**src/rtl/psram_arb_pkg.sv**
```systemverilog
// rtl/psram_arb_pkg.sv - shared state encoding and driver constants for psram_arbiter
// Contents: arbiter FSM state type, read_write command codes, endcommand guard count.
package psram_arb_pkg;

    typedef enum logic [2:0] {
        WAIT_INIT = 3'd0,
        IDLE      = 3'd1,
        ISSUE     = 3'd2,
        BUSY      = 3'd3,
        GAP       = 3'd4
    } state_t;

    localparam logic [1:0] RW_IDLE  = 2'd0;
    localparam logic [1:0] RW_WRITE = 2'd1;
    localparam logic [1:0] RW_READ  = 2'd2;

    // BUSY cycles after quad_start during which endcommand is not trusted
    localparam int ENDCMD_GUARD = 2;

endpackage

```
**src/rtl/rr_arb2.sv**
```systemverilog
// rtl/rr_arb2.sv - two-input round-robin arbiter with registered priority pointer
// Ports: clk, rst (sync, active-high); req[1:0] requests; advance commits the
// current grant and moves priority to the other requester; grant[1:0] one-hot.
module rr_arb2 (
    input  logic       clk,
    input  logic       rst,
    input  logic [1:0] req,
    input  logic       advance,
    output logic [1:0] grant
);

    // Requester that wins when both request; 0 after reset
    logic prio;

    always_comb begin
        grant = 2'b00;
        if (prio == 1'b0) begin
            if (req[0])      grant = 2'b01;
            else if (req[1]) grant = 2'b10;
        end else begin
            if (req[1])      grant = 2'b10;
            else if (req[0]) grant = 2'b01;
        end
    end

    // After serving requester 0 the other one gets priority, and vice versa
    always_ff @(posedge clk) begin
        if (rst) begin
            prio <= 1'b0;
        end else if (advance && (grant != 2'b00)) begin
            prio <= grant[0];
        end
    end

endmodule

```
**src/rtl/psram_arbiter.sv**
```systemverilog
// rtl/psram_arbiter.sv - two-requester arbiter in front of a QPI PSRAM driver
// Ports: mem_clk, rst (sync, active-high).
//   Requester N in {0,1}: reqN_valid/we/addr/wdata in; reqN_ready (accept pulse),
//   reqN_done (completion pulse), reqN_rdata (read data, held), reqN_err (timeout pulse) out.
//   Driver side: qpi_on, endcommand, data_out in; address, read_write, quad_start,
//   data_in, busy out.
module psram_arbiter
    import psram_arb_pkg::*;
#(
    parameter int ADDR_W  = 23,
    parameter int DATA_W  = 16,
    parameter int TIMEOUT = 64,
    parameter int GAP_CYC = 2
) (
    input  logic              mem_clk,
    input  logic              rst,

    input  logic              req0_valid,
    input  logic              req0_we,
    input  logic [ADDR_W-1:0] req0_addr,
    input  logic [DATA_W-1:0] req0_wdata,
    output logic              req0_ready,
    output logic              req0_done,
    output logic [DATA_W-1:0] req0_rdata,
    output logic              req0_err,

    input  logic              req1_valid,
    input  logic              req1_we,
    input  logic [ADDR_W-1:0] req1_addr,
    input  logic [DATA_W-1:0] req1_wdata,
    output logic              req1_ready,
    output logic              req1_done,
    output logic [DATA_W-1:0] req1_rdata,
    output logic              req1_err,

    input  logic              qpi_on,
    input  logic              endcommand,
    input  logic [DATA_W-1:0] data_out,
    output logic [ADDR_W-1:0] address,
    output logic [1:0]        read_write,
    output logic              quad_start,
    output logic [DATA_W-1:0] data_in,
    output logic              busy
);

    localparam int CNT_MAX = (TIMEOUT > GAP_CYC) ? TIMEOUT : GAP_CYC;
    localparam int CNT_W   = $clog2(CNT_MAX + 1);

    localparam logic [CNT_W-1:0] CNT_ONE   = CNT_W'(1);
    localparam logic [CNT_W-1:0] GUARD_C   = CNT_W'(ENDCMD_GUARD);
    localparam logic [CNT_W-1:0] LAST_BUSY = CNT_W'(TIMEOUT - 1);
    localparam logic [CNT_W-1:0] GAP_LAST  = CNT_W'(GAP_CYC);

    state_t            state;
    state_t            state_next;

    // In ISSUE/BUSY: cycles since quad_start. In GAP: GAP cycles elapsed.
    logic [CNT_W-1:0]  cnt;

    logic              owner;
    logic              we_q;
    logic [ADDR_W-1:0] addr_q;
    logic [DATA_W-1:0] wdata_q;

    logic [1:0]        grant;
    logic              take;
    logic              end_ok;
    logic              timed_out;

    logic [1:0]        done_q;
    logic [1:0]        err_q;
    logic [DATA_W-1:0] rdata0_q;
    logic [DATA_W-1:0] rdata1_q;

    assign take = (state == IDLE) && qpi_on && (grant != 2'b00);

    rr_arb2 u_rr (
        .clk     (mem_clk),
        .rst     (rst),
        .req     ({req1_valid, req0_valid}),
        .advance (take),
        .grant   (grant)
    );

    // endcommand only counts once the guard window after quad_start has passed.
    // The last BUSY cycle is quad_start+TIMEOUT-1 so that err lands at quad_start+TIMEOUT.
    assign end_ok    = (state == BUSY) && endcommand && (cnt > GUARD_C);
    assign timed_out = (state == BUSY) && !end_ok && (cnt == LAST_BUSY);

    always_ff @(posedge mem_clk) begin
        if (rst) begin
            state <= WAIT_INIT;
        end else begin
            state <= state_next;
        end
    end

    always_comb begin
        state_next = state;
        if (!qpi_on) begin
            state_next = WAIT_INIT;
        end else begin
            case (state)
                WAIT_INIT: state_next = IDLE;
                IDLE:      if (grant != 2'b00) state_next = ISSUE;
                ISSUE:     state_next = BUSY;
                BUSY:      if (end_ok || timed_out) state_next = GAP;
                GAP:       if (cnt == GAP_LAST) state_next = IDLE;
                default:   state_next = WAIT_INIT;
            endcase
        end
    end

    always_ff @(posedge mem_clk) begin
        if (rst) begin
            cnt      <= '0;
            owner    <= 1'b0;
            we_q     <= 1'b0;
            addr_q   <= '0;
            wdata_q  <= '0;
            done_q   <= 2'b00;
            err_q    <= 2'b00;
            rdata0_q <= '0;
            rdata1_q <= '0;
        end else begin
            done_q <= 2'b00;
            err_q  <= 2'b00;

            if (take) begin
                owner   <= grant[1];
                we_q    <= grant[1] ? req1_we    : req0_we;
                addr_q  <= grant[1] ? req1_addr  : req0_addr;
                wdata_q <= grant[1] ? req1_wdata : req0_wdata;
            end

            case (state)
                ISSUE:   cnt <= CNT_ONE;
                BUSY:    cnt <= (end_ok || timed_out) ? CNT_ONE : cnt + CNT_ONE;
                GAP:     cnt <= cnt + CNT_ONE;
                default: cnt <= '0;
            endcase

            // Losing qpi_on aborts silently: no completion, no error, no capture
            if (qpi_on && end_ok) begin
                done_q[owner] <= 1'b1;
                if (!we_q) begin
                    if (owner) rdata1_q <= data_out;
                    else       rdata0_q <= data_out;
                end
            end else if (qpi_on && timed_out) begin
                err_q[owner] <= 1'b1;
            end
        end
    end

    always_comb begin
        req0_ready = 1'b0;
        req1_ready = 1'b0;
        quad_start = 1'b0;
        read_write = RW_IDLE;
        address    = '0;
        data_in    = '0;
        busy       = 1'b0;
        case (state)
            IDLE: begin
                req0_ready = qpi_on && grant[0];
                req1_ready = qpi_on && grant[1];
            end
            ISSUE, BUSY: begin
                busy = 1'b1;
                // Command lines drop in the same cycle qpi_on falls
                if (qpi_on) begin
                    quad_start = (state == ISSUE);
                    read_write = we_q ? RW_WRITE : RW_READ;
                    address    = addr_q;
                    data_in    = wdata_q;
                end
            end
            GAP: busy = 1'b1;
            default: ;
        endcase
    end

    assign req0_done  = done_q[0];
    assign req1_done  = done_q[1];
    assign req0_err   = err_q[0];
    assign req1_err   = err_q[1];
    assign req0_rdata = rdata0_q;
    assign req1_rdata = rdata1_q;

endmodule

```
**config.mk**
```make
export PLATFORM = sky130hd
export DESIGN_NAME = psram_arbiter
export DESIGN_NICKNAME = d
export VERILOG_FILES = /design/src/rtl/psram_arb_pkg.sv /design/src/rtl/rr_arb2.sv /design/src/rtl/psram_arbiter.sv
export SDC_FILE = /design/constraint.sdc
export NUM_CORES = 1
export LEC_CHECK = 0
export CORE_MARGIN = 8
export CORE_UTILIZATION = 43
export CTS_BUF_LIST = sky130_fd_sc_hd__clkbuf_4
export CTS_CLUSTER_DIAMETER = 120
export DETAILED_ROUTE_END_ITERATION = 8
export PLACE_DENSITY = 0.8
export SYNTH_ARGS = -nofsm -noshare
export SYNTH_HDL_FRONTEND = slang
export SYNTH_HIERARCHICAL = 1
export SYNTH_SLANG_ARGS = --single-unit
```
**constraint.sdc**
```tcl
create_clock -name mem_clk -period 2.7 [get_ports mem_clk]
set_clock_uncertainty 0.15 [all_clocks]
set_input_delay 0.675 -clock mem_clk [delete_from_list [all_inputs] [get_ports mem_clk]]
set_output_delay 0.675 -clock mem_clk [all_outputs]
set_load 0.02 [all_outputs]
```
Word-level counts from Yosys, hierarchy flattened
Cells that the tools add are included.
{"block": "op_classes", "add_sub_neg": 1, "mul": 0, "div": 0, "magnitude_cmp": 3, "n_eq_ne": 9, "shift": 0, "mux": 28, "n_bitwise": 5, "reduce_logical": 24}
{"operator": "2-to-1 mux 23 bit", "count": 3}
{"operator": "2-to-1 mux 16 bit", "count": 3}
{"operator": "case mux 7 bit (3 select lines)", "count": 1}
{"operator": "case mux 3 bit (5 select lines)", "count": 1}
{"operator": "2-to-1 mux 2 bit", "count": 7}
{"operator": "logical AND 1 bit", "count": 12}
{"operator": "2-to-1 mux 3 bit", "count": 3}
{"operator": "AND reduction 3 bit", "count": 3}
{"operator": "2-to-1 mux 1 bit", "count": 8}
{"operator": "adder 7 x 1 -> 7 bit (second input constant)", "count": 1}
{"operator": "equality test 7 x 2 -> 1 bit (second input constant)", "count": 1}
{"operator": "equality test 7 x 6 -> 1 bit (second input constant)", "count": 1}
{"operator": "> comparator 7 x 2 -> 1 bit (second input constant)", "count": 1}
{"operator": "2-to-1 mux 7 bit", "count": 1}
{"operator": "equality test 3 x 2 -> 1 bit (second input constant)", "count": 2}
{"operator": "OR reduction 2 bit", "count": 3}
{"operator": "OR reduction 3 bit", "count": 2}
{"operator": "NOT 1 bit", "count": 5}
{"operator": "inequality test 2 x 1 -> 1 bit (second input constant)", "count": 2}
{"operator": "equality test 3 x 1 -> 1 bit (second input constant)", "count": 1}
{"operator": "equality test 3 bit (second input constant)", "count": 1}
{"operator": "logical NOT 3 bit", "count": 1}
{"operator": "< comparator 1 x 2 -> 1 bit (second input constant)", "count": 1}
{"operator": "inequality test 2 bit (second input constant)", "count": 1}
{"operator": "other kinds (5)", "count": 5}
{"block": "totals", "reg_bits": 88, "latch_bits": 0, "ram_bits": 0, "mem_bits_ro": 0, "inputBits": 102, "out_inout_bits": 81, "wordCells": 81, "mem_count": 0}

Longest topological paths before layout
Gate-level depths: netlist of run 1.
{"block": "depth", "word_depth": 9, "depth_mapped": 8, "mapped_depth_nobuf": 6}

Modules after synthesis
The synthesis of run 1 kept the hierarchy.
{"mod": "psram_arbiter", "instances": 1, "cells_per_inst": 455, "area_each_um2": 4025.1, "seq_area_each_um2": 1741.7}
{"mod": "rr_arb2", "instances": 1, "cells_per_inst": 7, "area_each_um2": 65.1, "seq_area_each_um2": 20.0}

Worst setup path after synthesis of run 1
No wires, ideal clock.
{"block": "synth_path", "path_kind": "input port to output port", "from": "in req1_valid", "to": "out req1_ready", "arrival_time_ns": 1.844, "t_required_ns": 1.875, "setup_slack_ns": 0.031, "path_stages": 4, "n_path_buf": 2, "path_cell_list": "a21boi_0 clkbuf_1 buf_1 and2_1"}
{"block": "synth_between", "elab_chain_len": 5, "elab_cells_between_ends": 6, "cone_classes": "5 x mux; 1 x reduce/logical"}
{"element": "from (decl)", "line": "psram_arbiter.sv:27", "text": "input logic req1_valid,"}
{"element": "2-to-1 mux 2 bit", "line": "rr_arb2.sv:19", "text": "else if (req[1]) grant = 2'b10;"}
{"element": "2-to-1 mux 2 bit", "line": "rr_arb2.sv:18", "text": "if (req[0]) grant = 2'b01;"}
{"element": "2-to-1 mux 2 bit *", "line": "rr_arb2.sv:17", "text": "if (prio == 1'b0) begin"}
{"element": "logical AND 1 bit *", "line": "psram_arbiter.sv:167", "text": "req1_ready = qpi_on && grant[1];"}
{"element": "2-to-1 mux 1 bit *", "line": "psram_arbiter.sv:164", "text": "case (state)"}
{"element": "to (decl)", "line": "psram_arbiter.sv:31", "text": "output logic req1_ready,"}
Every way passes the cells marked *; elsewhere a longest branch is shown, timed or not.

Final worst setup path of run 1
{"block": "layout_path", "from": "in qpi_on", "to": "out data_in[1]"}
{"block": "layout_between", "elab_chain_len": 2}
{"element": "from (decl)", "line": "psram_arbiter.sv:36", "text": "input logic qpi_on,"}
{"element": "2-to-1 mux 16 bit", "line": "psram_arbiter.sv:172", "text": "if (qpi_on) begin"}
{"element": "2-to-1 mux 16 bit", "line": "psram_arbiter.sv:164"}
{"element": "to (decl)", "line": "psram_arbiter.sv:42", "text": "output logic [DATA_W-1:0] data_in,"}
No other way between the ends.

==> flow_summary.json, run 1 <==
{
  "ctsHtreeMaxLevel": 3,
  "synth.mux.area_fraction_pct": 13.9,
  "finalPower_uw": 2440,
  "tightest_slew_ns": 0.629,
  "synth.most_common_cell": "dfxtp_1",
  "synth_top_flop_cell": "dfxtp_1",
  "synth_adder_area_share_pct": 0.612,
  "synth-xor-area-share_pct": 0.857,
  "end_kind": "output pin",
  "dieArea_um2": 12900,
  "internal_power_uw": 1830,
  "ios": 183,
  "synth_top_area_share_pct": 43.1,
  "crit_fanout": 10,
  "port_buffers": 182,
  "num_vias": 4086,
  "status": "completed",
  "clockBufferDepth": 2,
  "yosysUniqueCellTypes": 46,
  "synth_top_area_cell": "dfxtp_1",
  "drv_cap": 0,
  "fmax_mhz": 381,
  "hold_viol_final": 0,
  "clock-root-buffer": "clkbuf_4",
  "fp.dieH_um": 114,
  "synthSimpleGateAreaFrac_pct": 20.8,
  "clkSinkCount": 88,
  "drc": 0,
  "first_iter_violations": 169,
  "grt_max_degree": 51,
  "nets": 740,
  "power_density_nw_per_um2": 395,
  "track_usage_pct": 20.4,
  "startpoint_type": "primary input",
  "report.final.setup_viol": 0,
  "syn2layout_area_growth_pct": 51.0,
  "synth_area_um2": 4090,
  "synth_top_family_by_area": "simple AND/OR/NAND/NOR gates",
  "p_leak_uw": 0.00259,
  "syn_avg_cell_area_um2": 8.85,
  "antenna_found_initial": 0,
  "ys_warn_count": 6,
  "die_x_um": 114,
  "sw_frac_of_total_pct": 25.1,
  "syn_inst": 462,
  "cts_made_buffers": 9,
  "worst_ir_drop_vdd_mv": 0.202,
  "seqPwrFrac_pct": 55.1,
  "final_cell_count_no_fill": 770,
  "period_needed_ns": 2.63,
  "drt_wl_total_mm": 13.4,
  "critPathKind": "primary input to output pin",
  "clock_latency_ns": 0.41,
  "required_ns": 1.88,
  "post-place-cells": 753,
  "grt_setup_unrepaired": "false",
  "ys_ff_latch": 88,
  "netSwitchingPower_uw": 612,
  "cts_tree": "yes",
  "grt_pass1_vias": 4214,
  "initial_core_util_pct": 44.3,
  "synth-edff-count": 0,
  "vias_per_cell": 5.31,
  "maxSlewHeadroom_pct": 57.6,
  "gp_congestion": 0.793,
  "clk_pin_slew_ns": 0.13,
  "grt_remaining_overflow": 0,
  "final_util_pct": 66.9,
  "grt_pass1_wl_mm": 21.3,
  "synthTopCellsByCount": "dfxtp_1 (88), mux2i_1 (57), nor2_1 (54), and3_1 (41), a211oi_1 (40)",
  "combPwrFrac_pct": 14.4,
  "pwr-share-clk_pct": 30.5,
  "synth.area.top_cells": "dfxtp_1 (43%), mux2i_1 (14%), a211oi_1 (7.3%)",
  "dp_hpwl_mm": 10.1,
  "timing.final.max_slew_violations": 0,
  "layout-drive-gt1-share_pct": 8.89,
  "n_antenna_cell": 0,
  "synth-compound-area-share_pct": 15.4,
  "ys_seq_area_share_pct": 43.1,
  "synthArstFlopShare_pct": 0,
  "period_share_pct": 97.3,
  "hp-class": "register to register",
  "ctsHoldBuffers": 0,
  "worstPathArrival_ns": 1.80,
  "first_pass_iters": 4,
  "detail_route.wl_per_cell_um": 17.4,
  "fp.coreArea_um2": 9240,
  "rows": 35,
  "synth_nets": 566,
  "ant_nets": 0
}
==> logic make-up after synthesis <==
group | after synthesis
XOR/XNOR | 4
AO/OA/AOI/OAI | 93
adder cells (fa/ha/maj) | 2
multiplexers | 57
buffers and inverters | 46
flip-flops | 88
AND/OR/NAND/NOR | 172
==> critical path, cell delays in order <==
cell,delay [ns]
dlygate4sd2_1,0.34
clkbuf_4,0.26
and3_1,0.16
dlygate4sd2_1,0.36
==> path summary, 6_finish.rpt <==
path | from | slack [ns] | depth (start not counted) | to
worst max-delay path | qpi_on | 0.07 | 4 | data_in[1]
worst min-delay path | req1_rdata[9] | 0.32 | 2 | req1_rdata[9]
worst max register to register | cnt[6] | 0.51 | 5 | req0_rdata[2]
worst min register to register | req1_rdata[9] | 0.32 | 2 | req1_rdata[9]
==> cell usage in the layout (no fill, tap or decap), drive strengths merged, types with 2 or more instances in the layout <==
cell type | netlist | routed
o21ai | 20 | 20
dfxtp | 88 | 88
nand3 | 21 | 21
a41oi | 2 | 2
or3 | 3 | 3
nor3 | 5 | 5
mux2i | 57 | 57
nand3b | 2 | 2
inv | 4 | 5
nand2b | 2 | 2
xnor2 | 2 | 2
and3 | 41 | 41
nor2b | 2 | 2
clkinv | 1 | 3
nand2 | 37 | 37
a21boi | 2 | 2
clkdlybuf4s50 | 0 | 135
dlygate4sd2 | 0 | 35
clkdlybuf4s15 | 0 | 9
clkbuf | 28 | 12
ha | 2 | 2
xor2 | 2 | 2
nor2 | 54 | 54
and2 | 2 | 2
buf | 13 | 23
a211oi | 40 | 40
clkinvlp | 0 | 2
a21oi | 20 | 20
==> flip-flops by register name, summed over array words and instances, names as in the netlist <==
register    count
we_q            1
addr_q         23
u_rr/prio       1
state           3
wdata_q        16
req0_rdata     16
owner           1
cnt             7
done_q          2
err_q           2
req1_rdata     16
==> power by group through the flow <==
stage	Clock (uW)	Sequential [uW]	Combinational (uW)
final	745	1350	353
after global routing	822	1350	381
after CTS	763	1340	353
after detailed placement	0	1370	351
after global placement	0	1370	343
after floorplan	0	1360	152
==> cell type report <==
cell class | count | area [um2]
Timing Repair Buffer | 204 | 1960
Clock inverter | 6 | 67.6
Clock buffer | 10 | 75.1
Sequential cell | 88 | 1760
Tap cell | 129 | 161
Fill cell | 769 | 3060
Inverter | 5 | 18.8
Multi-Input combinational cell | 328 | 2130
==> what timing repair did <==
action | CTS | global route
endpoints found under the hold margin | 0 | 0
cloned | 1 | 0
gates resized for setup | 60 | 10
endpoints found under the setup margin | 45 | 45
setup buffers | 0 | 0
==> layer usage <==
metal	wire length, um	track usage, %	vias to the layer above
met2	6200	33.4	173
met3	1430	8.82	14
met1	5590	23.6	1907
met5	0	0	-
met4	172	5.68	0
li1	-	-	1992
==> through the flow <==
stage / cell area (um2) / setup TNS [ns] / hold WS (ns) / setup WS [ns]
final: 6180 / 0 / 0.316 / 0.0736
after global routing: 6180 / 0 / 0.346 / 0.000851
after CTS: 6180 / 0 / 0.321 / 0.00626
after detailed placement: 6060 / -18.81 / 0.302 / -0.448
after global placement: 6060 / -17.32 / 0.296 / -0.448
after floorplan: 4090 / 0 / 0.324 / 0.0315
(Power assumes the default switching activity.)
==> run 2, diff against run 1 <==
- CTS_BUF_LIST: sky130_fd_sc_hd__clkbuf_4 -> sky130_fd_sc_hd__clkbuf_2
- SETUP_SLACK_MARGIN: unset -> 0.4
- SLEW_MARGIN: unset -> 20
==> run 2 against run 1 <==
  * Setup slack better by 0.046 ns
  * Sequential cell count stayed put
  * Critical path depth stayed put
  * Global-route usage is 0.61 points higher
  * Combinational power is 11% higher
  * Register-to-register slack worse by 0.03 ns
  * Hold slack better by 0.0069 ns
  * Die area stayed put
  * Sequential power hardly changed
  * Core utilization is 3.8 points higher
  * Sequential share of layout area is 1.4 points lower
  * Total power is 2.0% lower
==> flow_summary.json, run 2 (synthesis gave the netlist of run 1 again) <==
{
  "clockBufferDepth": 2,
  "dieArea_um2": 12900,
  "nets": 755,
  "layout-drive-gt1-share_pct": 20.9,
  "syn2layout_area_growth_pct": 59.7,
  "seqPwrFrac_pct": 56.2,
  "period_needed_ns": 2.58,
  "reg2reg_depth": 5,
  "timing.final.max_slew_violations": 0,
  "first_iter_violations": 154,
  "detail_route.wl_per_cell_um": 18.2,
  "drc": 0,
  "top_register": "addr_q",
  "sw_frac_of_total_pct": 25.9,
  "ctsHoldBuffers": 0,
  "clk_pin_slew_ns": 0.23,
  "worstPathArrival_ns": 1.76,
  "power_density_nw_per_um2": 366,
  "critPathBufInv": 2,
  "internal_power_uw": 1770,
  "grt_remaining_overflow": 0,
  "fp.dieH_um": 114,
  "clock-root-buffer": "clkbuf_2",
  "fill_cells": 717,
  "ant_nets": 0,
  "drv_cap": 0,
  "final_util_pct": 70.7,
  "post-place-cells": 752,
  "final_cell_mix": "clkdlybuf4s50_1 (97), dfxtp_1 (85), mux2i_1 (57)",
  "status": "completed",
  "rows": 35,
  "ios": 183,
  "max_stage_delay_ns": 0.40,
  "required_ns": 1.88,
  "tightest_slew_ns": 0.676,
  "final_common_cell": "clkdlybuf4s50_1",
  "grt_max_degree": 49,
  "grt_setup_unrepaired": "true",
  "r2r_setup_slack_ns": 0.48,
  "period_share_pct": 95.6,
  "pwr-share-clk_pct": 27.4,
  "first_pass_iters": 4,
  "path_delay_family": "buffers and inverters",
  "worst_ir_drop_vdd_mv": 0.174,
  "clock_latency_ns": 0.51,
  "antenna_found_initial": 1,
  "end_kind": "output pin",
  "p_leak_uw": 0.00278,
  "grt_pass1_wl_mm": 21.7,
  "largest_reg_flops": 23,
  "netSwitchingPower_uw": 620,
  "grt_pass1_vias": 4293,
  "hp-class": "register to register",
  "dp_hpwl_mm": 10.1,
  "critPathSlowestCell": "dfxtp_4",
  "fmax_mhz": 388,
  "track_usage_pct": 21.0,
  "startpoint_type": "register",
  "final_cell_count_no_fill": 785,
  "n_antenna_cell": 0,
  "min_path_cells": 2,
  "clkSinkCount": 88,
  "gp_congestion": 0.805,
  "critPathKind": "register to output pin",
  "drt_wl_total_mm": 14.3,
  "fp.coreArea_um2": 9240,
  "die_x_um": 114,
  "cts_tree": "yes",
  "vias_per_cell": 5.37,
  "num_vias": 4214,
  "crit_fanout": 20,
  "worstReg2RegStart": "cnt[6]",
  "maxSlewHeadroom_pct": 54.7,
  "crit_path_cell_trace": "nor2b_4 > buf_12 > and3_1 > clkdlybuf4s15_2",
  "port_buffers": 182,
  "hold_viol_final": 0,
  "initial_core_util_pct": 44.3,
  "combPwrFrac_pct": 16.4,
  "holdCritStartpoint": "req1_rdata[11]",
  "r2r-end": "state[0]",
  "ctsHtreeMaxLevel": 3,
  "cts_made_buffers": 9,
  "report.final.setup_viol": 0,
  "min_to": "req1_rdata[11]"
}
## run 2: worst max-delay path by stage
stage               slack [ns]     start     endpoint  cells after the start
floorplan                 0.39    qpi_on   quad_start                      4
global placement         -0.44    qpi_on   req1_ready                      4
detailed placement       -0.45    qpi_on   req1_ready                      4
CTS                       0.11  state[1]  address[21]                      4
global route              0.02  state[1]   address[8]                      4
finish                    0.12  state[1]   data_in[6]                      4
## run 2: through the flow
step / cell area (um2) / TNS, ns / worst slack [ns] / total power [uW] / hold WS, ns
after floorplan: 4100 / 0 / 0.388 / 1520 / 0.324
after global placement: 6080 / -20.17 / -0.436 / 1720 / 0.295
after detailed placement: 6080 / -22.54 / -0.449 / 1730 / 0.305
after CTS: 6350 / 0 / 0.112 / 2390 / 0.313
after global routing: 6530 / 0 / 0.0226 / 2510 / 0.290
final: 6530 / 0 / 0.120 / 2390 / 0.322
## run 2: worst min-delay path, cell delays in order, from the launching register on
cell and delay, ns:
dfxtp_1 0.36, nand2_1 0.05, mux2i_1 0.05
## run 2: area by class of cell
cell class	count	area, um2	area share (%)
Sequential cell	88	1770	27.1
Timing Repair Buffer	219	2210	33.8
Clock inverter	6	60.1	0.920
Clock buffer	10	50.0	0.766
Inverter	5	18.8	0.287
Multi-Input combinational cell	328	2260	34.6
Tap cell	129	161	2.47
## run 2: timing repair
item	in CTS	in global routing
pin swaps	3	8
setup buffers	8	4
resized for setup	267	26
cloned	3	2
endpoints found under the setup margin	94	64
## run 2: power by group through the flow
stage,registers (uW),clock network [uW],logic (uW)
4_1_cts,1340,667,379
2_1_floorplan,1360,0,153
6_report,1350,655,392
5_1_grt,1350,736,421
3_3_place_gp,1370,0,345
3_5_place_dp,1370,0,354
## run 2: per-layer routing
| layer | track usage [%] | vias to the layer above | part of all wire (%) |
|---|---|---|---|
| li1 | - | 2024 | - |
| met2 | 35.4 | 181 | 48 |
| met3 | 8.93 | 32 | 10 |
| met5 | 0 | - | 0.091 |
| met1 | 22.9 | 1975 | 39 |
| met4 | 7.90 | 2 | 2.2 |
